===== config.mk =====
export PLATFORM = sky130hd
export DESIGN_NAME = nmea_rmc_parser
export DESIGN_NICKNAME = d
export VERILOG_FILES = /design/src/rtl/nmea_pkg.sv /design/src/rtl/nmea_num_accum.sv /design/src/rtl/nmea_rmc_parser.sv
export SDC_FILE = /design/constraint.sdc
export NUM_CORES = 1
export LEC_CHECK = 0
export BUFFER_PORTS_ARGS = -buffer_cell sky130_fd_sc_hd__buf_2
export CORE_ASPECT_RATIO = 0.75
export CORE_MARGIN = 1
export CORE_UTILIZATION = 25
export DETAILED_ROUTE_END_ITERATION = 10
export PLACE_DENSITY = 0.45
export SYNTH_ARGS = -nofsm -noshare
export SYNTH_HDL_FRONTEND = slang
export SYNTH_SLANG_ARGS = --single-unit

===== constraint.sdc =====
create_clock -name clk -period 8.89 [get_ports clk]
set_input_delay 2.2225 -clock clk [delete_from_list [all_inputs] [get_ports clk]]
set_output_delay 2.2225 -clock clk [all_outputs]
set_load 0.01 [all_outputs]

===== src/rtl/nmea_pkg.sv =====
// Shared constants, parser state encoding and character helpers for the
// RMC sentence parser.
package nmea_pkg;

    localparam logic [7:0] CH_DOLLAR = 8'h24;
    localparam logic [7:0] CH_COMMA  = 8'h2C;
    localparam logic [7:0] CH_STAR   = 8'h2A;
    localparam logic [7:0] CH_DOT    = 8'h2E;
    localparam logic [7:0] CH_CR     = 8'h0D;
    localparam logic [7:0] CH_LF     = 8'h0A;
    localparam logic [7:0] CH_A      = 8'h41;
    localparam logic [7:0] CH_N      = 8'h4E;
    localparam logic [7:0] CH_E      = 8'h45;
    localparam logic [7:0] CH_R      = 8'h52;
    localparam logic [7:0] CH_M      = 8'h4D;
    localparam logic [7:0] CH_C      = 8'h43;

    typedef enum logic [2:0] {
        ST_IDLE,
        ST_ADDR,
        ST_FIELD,
        ST_CK_HI,
        ST_CK_LO
    } state_t;

    function automatic logic is_digit(input logic [7:0] c);
        return (c >= 8'h30) && (c <= 8'h39);
    endfunction

    // Returns {valid, nibble}; accepts 0-9, A-F and a-f.
    function automatic logic [4:0] hex_nibble(input logic [7:0] c);
        if (is_digit(c)) begin
            return {1'b1, c[3:0]};
        end
        if (((c >= 8'h41) && (c <= 8'h46)) || ((c >= 8'h61) && (c <= 8'h66))) begin
            return {1'b1, c[3:0] + 4'd9};
        end
        return 5'b0_0000;
    endfunction

endpackage


===== src/rtl/nmea_num_accum.sv =====
// Accumulates one "d..dmm.f..." coordinate field into integer degrees and
// minutes scaled by 10^FRAC_DIGITS, using shift-add arithmetic only.
module nmea_num_accum
    import nmea_pkg::*;
#(
    parameter int INT_DIGITS  = 2,
    parameter int FRAC_DIGITS = 4,
    parameter int MIN_W       = 20
) (
    input  logic             clk,
    input  logic             reset_n,
    input  logic             clear,
    input  logic             digit_stb,
    input  logic [3:0]       digit,
    input  logic             dot_stb,
    input  logic             finalise,
    output logic [7:0]       deg,
    output logic [MIN_W-1:0] minutes,
    output logic             has_data,
    output logic             bad
);

    localparam int FW = (FRAC_DIGITS < 1) ? 1 : $clog2(FRAC_DIGITS + 1);
    localparam logic [FW-1:0] FRAC_MAX = FW'(FRAC_DIGITS);
    localparam logic [3:0] DEG_END = 4'(INT_DIGITS);
    localparam logic [3:0] MIN_END = 4'(INT_DIGITS + 2);
    localparam int unsigned FRAC_N = FRAC_DIGITS;

    logic [7:0]       deg_acc;
    logic [MIN_W-1:0] min_acc;
    logic [3:0]       int_cnt;
    logic [FW-1:0]    frac_cnt;
    logic             in_frac;
    logic             closed;
    logic [11:0]      deg_next;

    function automatic logic [MIN_W-1:0] times10(input logic [MIN_W-1:0] v);
        return (v << 3) + (v << 1);
    endfunction

    // Next degree value, wide enough to detect an 8-bit overflow.
    always_comb begin
        deg_next = ({4'b0, deg_acc} << 3) + ({4'b0, deg_acc} << 1) + {8'b0, digit};
    end

    // Digit/dot accumulation; a finalised field ignores further strobes.
    always_ff @(posedge clk) begin
        if (!reset_n || clear) begin
            deg_acc  <= '0;
            min_acc  <= '0;
            int_cnt  <= '0;
            frac_cnt <= '0;
            in_frac  <= 1'b0;
            closed   <= 1'b0;
            has_data <= 1'b0;
            bad      <= 1'b0;
        end else if (!closed) begin
            if (digit_stb) begin
                has_data <= 1'b1;
                if (!in_frac) begin
                    if (int_cnt < DEG_END) begin
                        deg_acc <= deg_next[7:0];
                        if (deg_next[11:8] != 4'd0) begin
                            bad <= 1'b1;
                        end
                    end else if (int_cnt < MIN_END) begin
                        min_acc <= times10(min_acc) + MIN_W'(digit);
                    end else begin
                        bad <= 1'b1;
                    end
                    if (int_cnt != 4'hF) begin
                        int_cnt <= int_cnt + 4'd1;
                    end
                end else if (frac_cnt < FRAC_MAX) begin
                    min_acc  <= times10(min_acc) + MIN_W'(digit);
                    frac_cnt <= frac_cnt + FW'(1);
                end
            end
            if (dot_stb) begin
                if (in_frac) begin
                    bad <= 1'b1;
                end else begin
                    in_frac <= 1'b1;
                end
            end
            if (finalise) begin
                closed <= 1'b1;
            end
        end
    end

    // Missing fractional digits are padded combinationally from the held
    // value, so a commit on the byte that ends the field already sees the
    // fully scaled minutes.
    always_comb begin
        minutes = min_acc;
        for (int unsigned i = 0; i < FRAC_N; i++) begin
            if (i >= 32'(frac_cnt)) begin
                minutes = times10(minutes);
            end
        end
    end

    assign deg = deg_acc;

endmodule


===== src/rtl/nmea_rmc_parser.sv =====
// Byte-serial NMEA RMC parser: address match, field decode, XOR checksum
// and atomic commit of the position/status record.
module nmea_rmc_parser
    import nmea_pkg::*;
#(
    parameter int FRAC_DIGITS = 4,
    parameter int MIN_W       = 20,
    parameter int MAX_LINE    = 82,
    parameter bit CHECK_EN    = 1'b1
) (
    input  logic             clk,
    input  logic             reset_n,
    input  logic             in_valid,
    input  logic [7:0]       in_data,
    output logic             fix_strobe,
    output logic             gps_valid,
    output logic             north,
    output logic             east,
    output logic [7:0]       lat_deg,
    output logic [MIN_W-1:0] lat_min,
    output logic [7:0]       lon_deg,
    output logic [MIN_W-1:0] lon_min,
    output logic             cksum_err,
    output logic             fmt_err
);

    localparam int LCW = $clog2(MAX_LINE + 1);
    localparam logic [LCW-1:0] LINE_MAX = LCW'(MAX_LINE);

    state_t           state;
    logic [7:0]       xor_acc;
    logic [7:0]       ck_val;
    logic [LCW-1:0]   line_cnt;
    logic [LCW-1:0]   line_next;
    logic [3:0]       field_idx;
    logic [2:0]       addr_cnt;
    logic             sent_bad;
    logic             ck_full;
    logic             sh_valid;
    logic             sh_north;
    logic             sh_east;

    logic             is_dollar;
    logic             is_term;
    logic             field_byte;
    logic             field_end;
    logic [4:0]       hn;
    logic             bad_any;
    logic             acc_clear;
    logic             lat_digit, lat_dot, lat_fin;
    logic             lon_digit, lon_dot, lon_fin;

    logic [7:0]       lat_deg_v, lon_deg_v;
    logic [MIN_W-1:0] lat_min_v, lon_min_v;
    logic             lat_has, lon_has, lat_bad, lon_bad;

    // Byte classification and accumulator strobes for the current byte.
    always_comb begin
        is_dollar  = (in_data == CH_DOLLAR);
        is_term    = (in_data == CH_CR) || (in_data == CH_LF);
        line_next  = line_cnt + LCW'(1);
        hn         = hex_nibble(in_data);
        bad_any    = sent_bad | lat_bad | lon_bad;
        acc_clear  = in_valid && is_dollar;
        field_byte = in_valid && !is_dollar && (state == ST_FIELD);
        field_end  = is_term || (in_data == CH_COMMA) || (in_data == CH_STAR);
        lat_digit  = field_byte && (field_idx == 4'd3) && is_digit(in_data);
        lat_dot    = field_byte && (field_idx == 4'd3) && (in_data == CH_DOT);
        lat_fin    = field_byte && (field_idx == 4'd3) && field_end;
        lon_digit  = field_byte && (field_idx == 4'd5) && is_digit(in_data);
        lon_dot    = field_byte && (field_idx == 4'd5) && (in_data == CH_DOT);
        lon_fin    = field_byte && (field_idx == 4'd5) && field_end;
    end

    nmea_num_accum #(
        .INT_DIGITS (2),
        .FRAC_DIGITS(FRAC_DIGITS),
        .MIN_W      (MIN_W)
    ) u_lat (
        .clk      (clk),
        .reset_n  (reset_n),
        .clear    (acc_clear),
        .digit_stb(lat_digit),
        .digit    (in_data[3:0]),
        .dot_stb  (lat_dot),
        .finalise (lat_fin),
        .deg      (lat_deg_v),
        .minutes  (lat_min_v),
        .has_data (lat_has),
        .bad      (lat_bad)
    );

    nmea_num_accum #(
        .INT_DIGITS (3),
        .FRAC_DIGITS(FRAC_DIGITS),
        .MIN_W      (MIN_W)
    ) u_lon (
        .clk      (clk),
        .reset_n  (reset_n),
        .clear    (acc_clear),
        .digit_stb(lon_digit),
        .digit    (in_data[3:0]),
        .dot_stb  (lon_dot),
        .finalise (lon_fin),
        .deg      (lon_deg_v),
        .minutes  (lon_min_v),
        .has_data (lon_has),
        .bad      (lon_bad)
    );

    // Sentence FSM with registered record outputs and one-cycle status pulses.
    always_ff @(posedge clk) begin
        if (!reset_n) begin
            state      <= ST_IDLE;
            xor_acc    <= '0;
            ck_val     <= '0;
            line_cnt   <= '0;
            field_idx  <= '0;
            addr_cnt   <= '0;
            sent_bad   <= 1'b0;
            ck_full    <= 1'b0;
            sh_valid   <= 1'b0;
            sh_north   <= 1'b0;
            sh_east    <= 1'b0;
            fix_strobe <= 1'b0;
            cksum_err  <= 1'b0;
            fmt_err    <= 1'b0;
            gps_valid  <= 1'b0;
            north      <= 1'b0;
            east       <= 1'b0;
            lat_deg    <= '0;
            lat_min    <= '0;
            lon_deg    <= '0;
            lon_min    <= '0;
        end else begin
            fix_strobe <= 1'b0;
            cksum_err  <= 1'b0;
            fmt_err    <= 1'b0;
            if (in_valid) begin
                if (is_dollar) begin
                    state     <= ST_ADDR;
                    xor_acc   <= '0;
                    ck_val    <= '0;
                    line_cnt  <= LCW'(1);
                    field_idx <= '0;
                    addr_cnt  <= '0;
                    sent_bad  <= 1'b0;
                    ck_full   <= 1'b0;
                    sh_valid  <= 1'b0;
                    sh_north  <= 1'b0;
                    sh_east   <= 1'b0;
                end else if (state != ST_IDLE) begin
                    line_cnt <= line_next;
                    if (is_term) begin
                        state <= ST_IDLE;
                        if ((state == ST_FIELD) || ((state == ST_CK_LO) && ck_full)) begin
                            if (bad_any) begin
                                fmt_err <= 1'b1;
                            end else if ((state == ST_FIELD) ? CHECK_EN : (ck_val != xor_acc)) begin
                                cksum_err <= 1'b1;
                            end else begin
                                fix_strobe <= 1'b1;
                                gps_valid  <= sh_valid;
                                north      <= sh_north;
                                east       <= sh_east;
                                if (lat_has) begin
                                    lat_deg <= lat_deg_v;
                                    lat_min <= lat_min_v;
                                end
                                if (lon_has) begin
                                    lon_deg <= lon_deg_v;
                                    lon_min <= lon_min_v;
                                end
                            end
                        end else if (state != ST_ADDR) begin
                            fmt_err <= 1'b1;
                        end
                    end else if (line_next >= LINE_MAX) begin
                        state   <= ST_IDLE;
                        fmt_err <= 1'b1;
                    end else begin
                        unique case (state)
                            ST_ADDR: begin
                                xor_acc  <= xor_acc ^ in_data;
                                addr_cnt <= addr_cnt + 3'd1;
                                if (addr_cnt == 3'd5) begin
                                    if (in_data == CH_COMMA) begin
                                        state     <= ST_FIELD;
                                        field_idx <= 4'd1;
                                    end else begin
                                        state <= ST_IDLE;
                                    end
                                end else if (((addr_cnt == 3'd2) && (in_data != CH_R)) ||
                                             ((addr_cnt == 3'd3) && (in_data != CH_M)) ||
                                             ((addr_cnt == 3'd4) && (in_data != CH_C))) begin
                                    state <= ST_IDLE;
                                end
                            end
                            ST_FIELD: begin
                                if (in_data == CH_STAR) begin
                                    state <= ST_CK_HI;
                                end else begin
                                    xor_acc <= xor_acc ^ in_data;
                                    if (in_data == CH_COMMA) begin
                                        if (field_idx != 4'hF) begin
                                            field_idx <= field_idx + 4'd1;
                                        end
                                    end else begin
                                        case (field_idx)
                                            4'd2: sh_valid <= (in_data == CH_A);
                                            4'd4: sh_north <= (in_data == CH_N);
                                            4'd6: sh_east  <= (in_data == CH_E);
                                            4'd3, 4'd5: begin
                                                if (!is_digit(in_data) && (in_data != CH_DOT)) begin
                                                    sent_bad <= 1'b1;
                                                end
                                            end
                                            default: ;
                                        endcase
                                    end
                                end
                            end
                            ST_CK_HI: begin
                                ck_val[7:4] <= hn[3:0];
                                if (!hn[4]) begin
                                    sent_bad <= 1'b1;
                                end
                                state <= ST_CK_LO;
                            end
                            ST_CK_LO: begin
                                if (!ck_full) begin
                                    ck_val[3:0] <= hn[3:0];
                                    ck_full     <= 1'b1;
                                    if (!hn[4]) begin
                                        sent_bad <= 1'b1;
                                    end
                                end else begin
                                    sent_bad <= 1'b1;
                                end
                            end
                            default: ;
                        endcase
                    end
                end
            end
        end
    end

endmodule


==> results by group <==
Logic synthesis
  • Post-synthesis sequential area ratio: 0.2179
  • EDFF count, synth: 0
  • Synth warn: 0
  • Cell area after synthesis: 16,350 µm²
  • Largest cells by area after synthesis: dfxtp_1, ha_1, a21oi_1
  • Yosys cell types: 91
  • Primary FF master, synth: dfxtp_1
  • Post-synthesis async set-or-reset flop share: 0
  • Synth top area share: 0.2179
  • Top cell type by total area after synthesis: dfxtp_1
  • Cells after synthesis: 2,172
  • Mapped Avg Cell Area: 7.529 µm²
  • #FFs+latches synth: 178
  • Syn_nets: 2,379

Worst setup path
  • CP endpoint kind: flop
  • Crit path required time: 9.27 ns
  • Crit-path slowest cell: nor3_1
  • Crit path max fanout: 9
  • Critical Path AT: 7.93 ns
  • Crit Path Class: flop to flop
  • CP max stage delay: 0.56 ns
  • Startpoint types: flop
  • Critical Path Most Common Cell: ha_1

Clock network
  • CTS tree: done
  • CTS sink cnt: 178
  • H-tree Lvls: 4
  • Clock latency on the worst-skew pair: 0.47 ns
  • Worst-path clk slew: 0.08 ns
  • Cts bufs inserted: 17
  • Root buffer cell: clkbuf_16
  • Longest Clk Path Bufs: 2
  • Post-CTS setup buffer count: 0
  • CTS Hold Bufs: 0
  • CTS resizes: 0

Die
  • Num ports: 73
  • Die width: 297.3 µm
  • Chip Height: 223.5 µm
  • Core footprint: 64,160 µm²
  • Rows: 80
  • Initial core utilization: 0.2549
  • Die ar.: 66,450 µm²

Pwr
  • Clock share of power: 0.496
  • Internal power: 1.236 mW
  • NetSw: 0.4271 mW
  • Sequential share of power: 0.479
  • Sw frac: 0.2568
  • Comb power frac: 0.026
  • Power Dens Cells: 91.17 nW/µm²
  • Leakage power: 7.890 nW
  • Overall power: 1.663 mW
  • Peak supply drop: 0.1568 mV

Timing
  • Highest Clock Rate: 132.5 MHz
  • Fin crit period: 7.549 ns
  • Max Transition Viols Final: 0
  • Setup TNS: 0 ns
  • Skew final: 0.01402 ns
  • Period utilisation layout: 0.8491
  • Relative slew slack: 0.2510
  • Post-route setup slack: 1.341 ns
  • Worst Tran Pin Value: 1.123 ns
  • RSZ-0062 raised after global routing: no
  • Finish-stage setup viols: 0
  • Fin Hold WS: 0.4508 ns
  • Final hold vios: 0

Cells and area
  • Finished Layout Cells: 3,067
  • Ant. Diodes: 0
  • Synthesis-to-layout area growth: 11.57%
  • Highest-count cells in the layout ignoring fill and taps: nor2_1, a21oi_1, nand2_1
  • Fill cells: 6,963
  • Footprint of the multi-input gates: 12,080 µm²
  • Share of layout cells above drive strength 1: 0.08024
  • Nets: 2,400
  • Design Area, Final: 18,240 µm²
  • Util after Layout: 0.2843
  • Most common cell after layout, fill and taps aside: nor2_1
  • FF/Latch Area: 3563 µm²

Global route
  • Vias in the first global route: 14,570
  • Pin count of the biggest net entering global routing: 88
  • GRT Overall Usage: 0.1578
  • Initial antenna violation count: 2
  • First-pass GRT wire length: 83.55 mm
  • Overflow after GRT: 0

Drt
  • Average wire per standard cell: 17.19 µm
  • Total Routed Length: 52.72 mm
  • Iter 0 DRT Violations: 1,051
  • Number of remaining DRC errors: 0
  • TritonRoute pass-1 iters: 7
  • DR vias: 15,430
  • Via/cell ratio: 5.030
  • ANT nets after route: 0

Placement
  • DP HPWL: 40.88 mm
  • Placed insts: 3,035
  • Port bufs: 72
  • Dpl ws: 1.390 ns
  • Placer Congestion: 0.8593
  • Cell area after placement: 17,630 µm²

Run
  • MaxCap Viol Count: 0

Status
  • Outcome: finished clean

Hold path
  • HP Class: flop to flop
## per-layer routing
| layer | vias to the layer above | GRT usage | share of wire |
|---|---|---|---|
| li1 | 7783 | - | - |
| met1 | 7288 | 0.2567 | 0.57 |
| met2 | 325 | 0.2135 | 0.38 |
| met3 | 30 | 0.02386 | 0.048 |
| met4 | 2 | 0.02378 | 0.0072 |
| met5 | - | 0 | 0.00025 |
## synthesized netlist by cell type (all sizes together), types with 13 or more instances
library cell / count
clkbuf: 78
a21boi: 13
buf: 16
or3: 19
mux2i: 48
ha: 182
fa: 14
xor2: 67
dfxtp: 178
inv: 97
nor2b: 19
xnor2: 104
a31oi: 18
o21ai: 111
nand2b: 15
nand2: 226
nor2: 294
nand4: 15
nor4: 16
a21o: 41
o21a: 17
o31ai: 24
o21bai: 16
nor3: 41
nand3: 40
a21oi: 233
and2: 16
a211oi: 46
## flip-flops by register name, indices dropped and copies added, names as in the netlist, 3 cells and up
| register | flops |
|---|---|
| u_lon.min_acc | 20 |
| u_lon.deg | 8 |
| u_lat.int_cnt | 4 |
| u_lat.frac_cnt | 3 |
| state | 3 |
| line_cnt | 7 |
| u_lon.frac_cnt | 3 |
| addr_cnt | 3 |
| ck_val | 8 |
| field_idx | 4 |
| u_lat.deg | 8 |
| lat_deg | 8 |
| lon_deg | 8 |
| u_lat.min_acc | 20 |
| xor_acc | 8 |
| u_lon.int_cnt | 4 |
| lon_min | 20 |
| lat_min | 20 |
## worst paths after layout
| path | startpoint | to | cells past startpoint | slack, ns |
|---|---|---|---|---|
| hold reg to reg | lon_deg[0] | lon_deg[0] | 2 | 0.45 |
| hold / removal | lon_deg[0] | lon_deg[0] | 2 | 0.45 |
| setup reg to reg | u_lon.frac_cnt[1] | lon_min[18] | 30 | 1.34 |
| setup / recovery | u_lon.frac_cnt[1] | lon_min[18] | 30 | 1.34 |
## layout make-up
| type | instances | area share |
|---|---|---|
| clock buffers | 18 | 0.02407 |
| flip-flops and latches | 178 | 0.1953 |
| repair buffers | 96 | 0.02963 |
| clock inverters | 14 | 0.009327 |
| well taps | 861 | 0.05905 |
| inverters | 99 | 0.02037 |
| multi-input cells | 1801 | 0.6622 |
## critical path, delay by kind of cell (launching register included)
kind / cells / cell delay, ns
AO/OA/AOI/OAI: 10 / 2.57
XOR/XNOR: 1 / 0.12
adder cells (fa/ha/maj): 4 / 1.15
buffers and inverters: 2 / 0.30
flip-flops: 1 / 0.40
AND/OR/NAND/NOR: 13 / 2.91
## logic make-up (layout without fill, tap and decap cells)
| logic type | Yosys count | after routing | synth area share |
|---|---|---|---|
| simple gates | 769 | 769 | 0.2156 |
| flops | 178 | 178 | 0.2179 |
| mux | 58 | 58 | 0.03650 |
| fa+ha+maj | 198 | 198 | 0.1576 |
| xor+xnor | 172 | 172 | 0.09297 |
| compound gates | 604 | 604 | 0.2344 |
| buf+inv | 193 | 227 | 0.04492 |
## power by group through the flow
stage,sequential [mW],clock (mW),combinational (mW)
global route,0.796,0.873,0.0466
floorplan,0.815,0,0.0241
global placement,0.815,0,0.0426
finish,0.796,0.824,0.0426
CTS,0.796,0.849,0.0428
detailed placement,0.815,0,0.0429
Note: power is estimated with default switching activity, not from simulation.
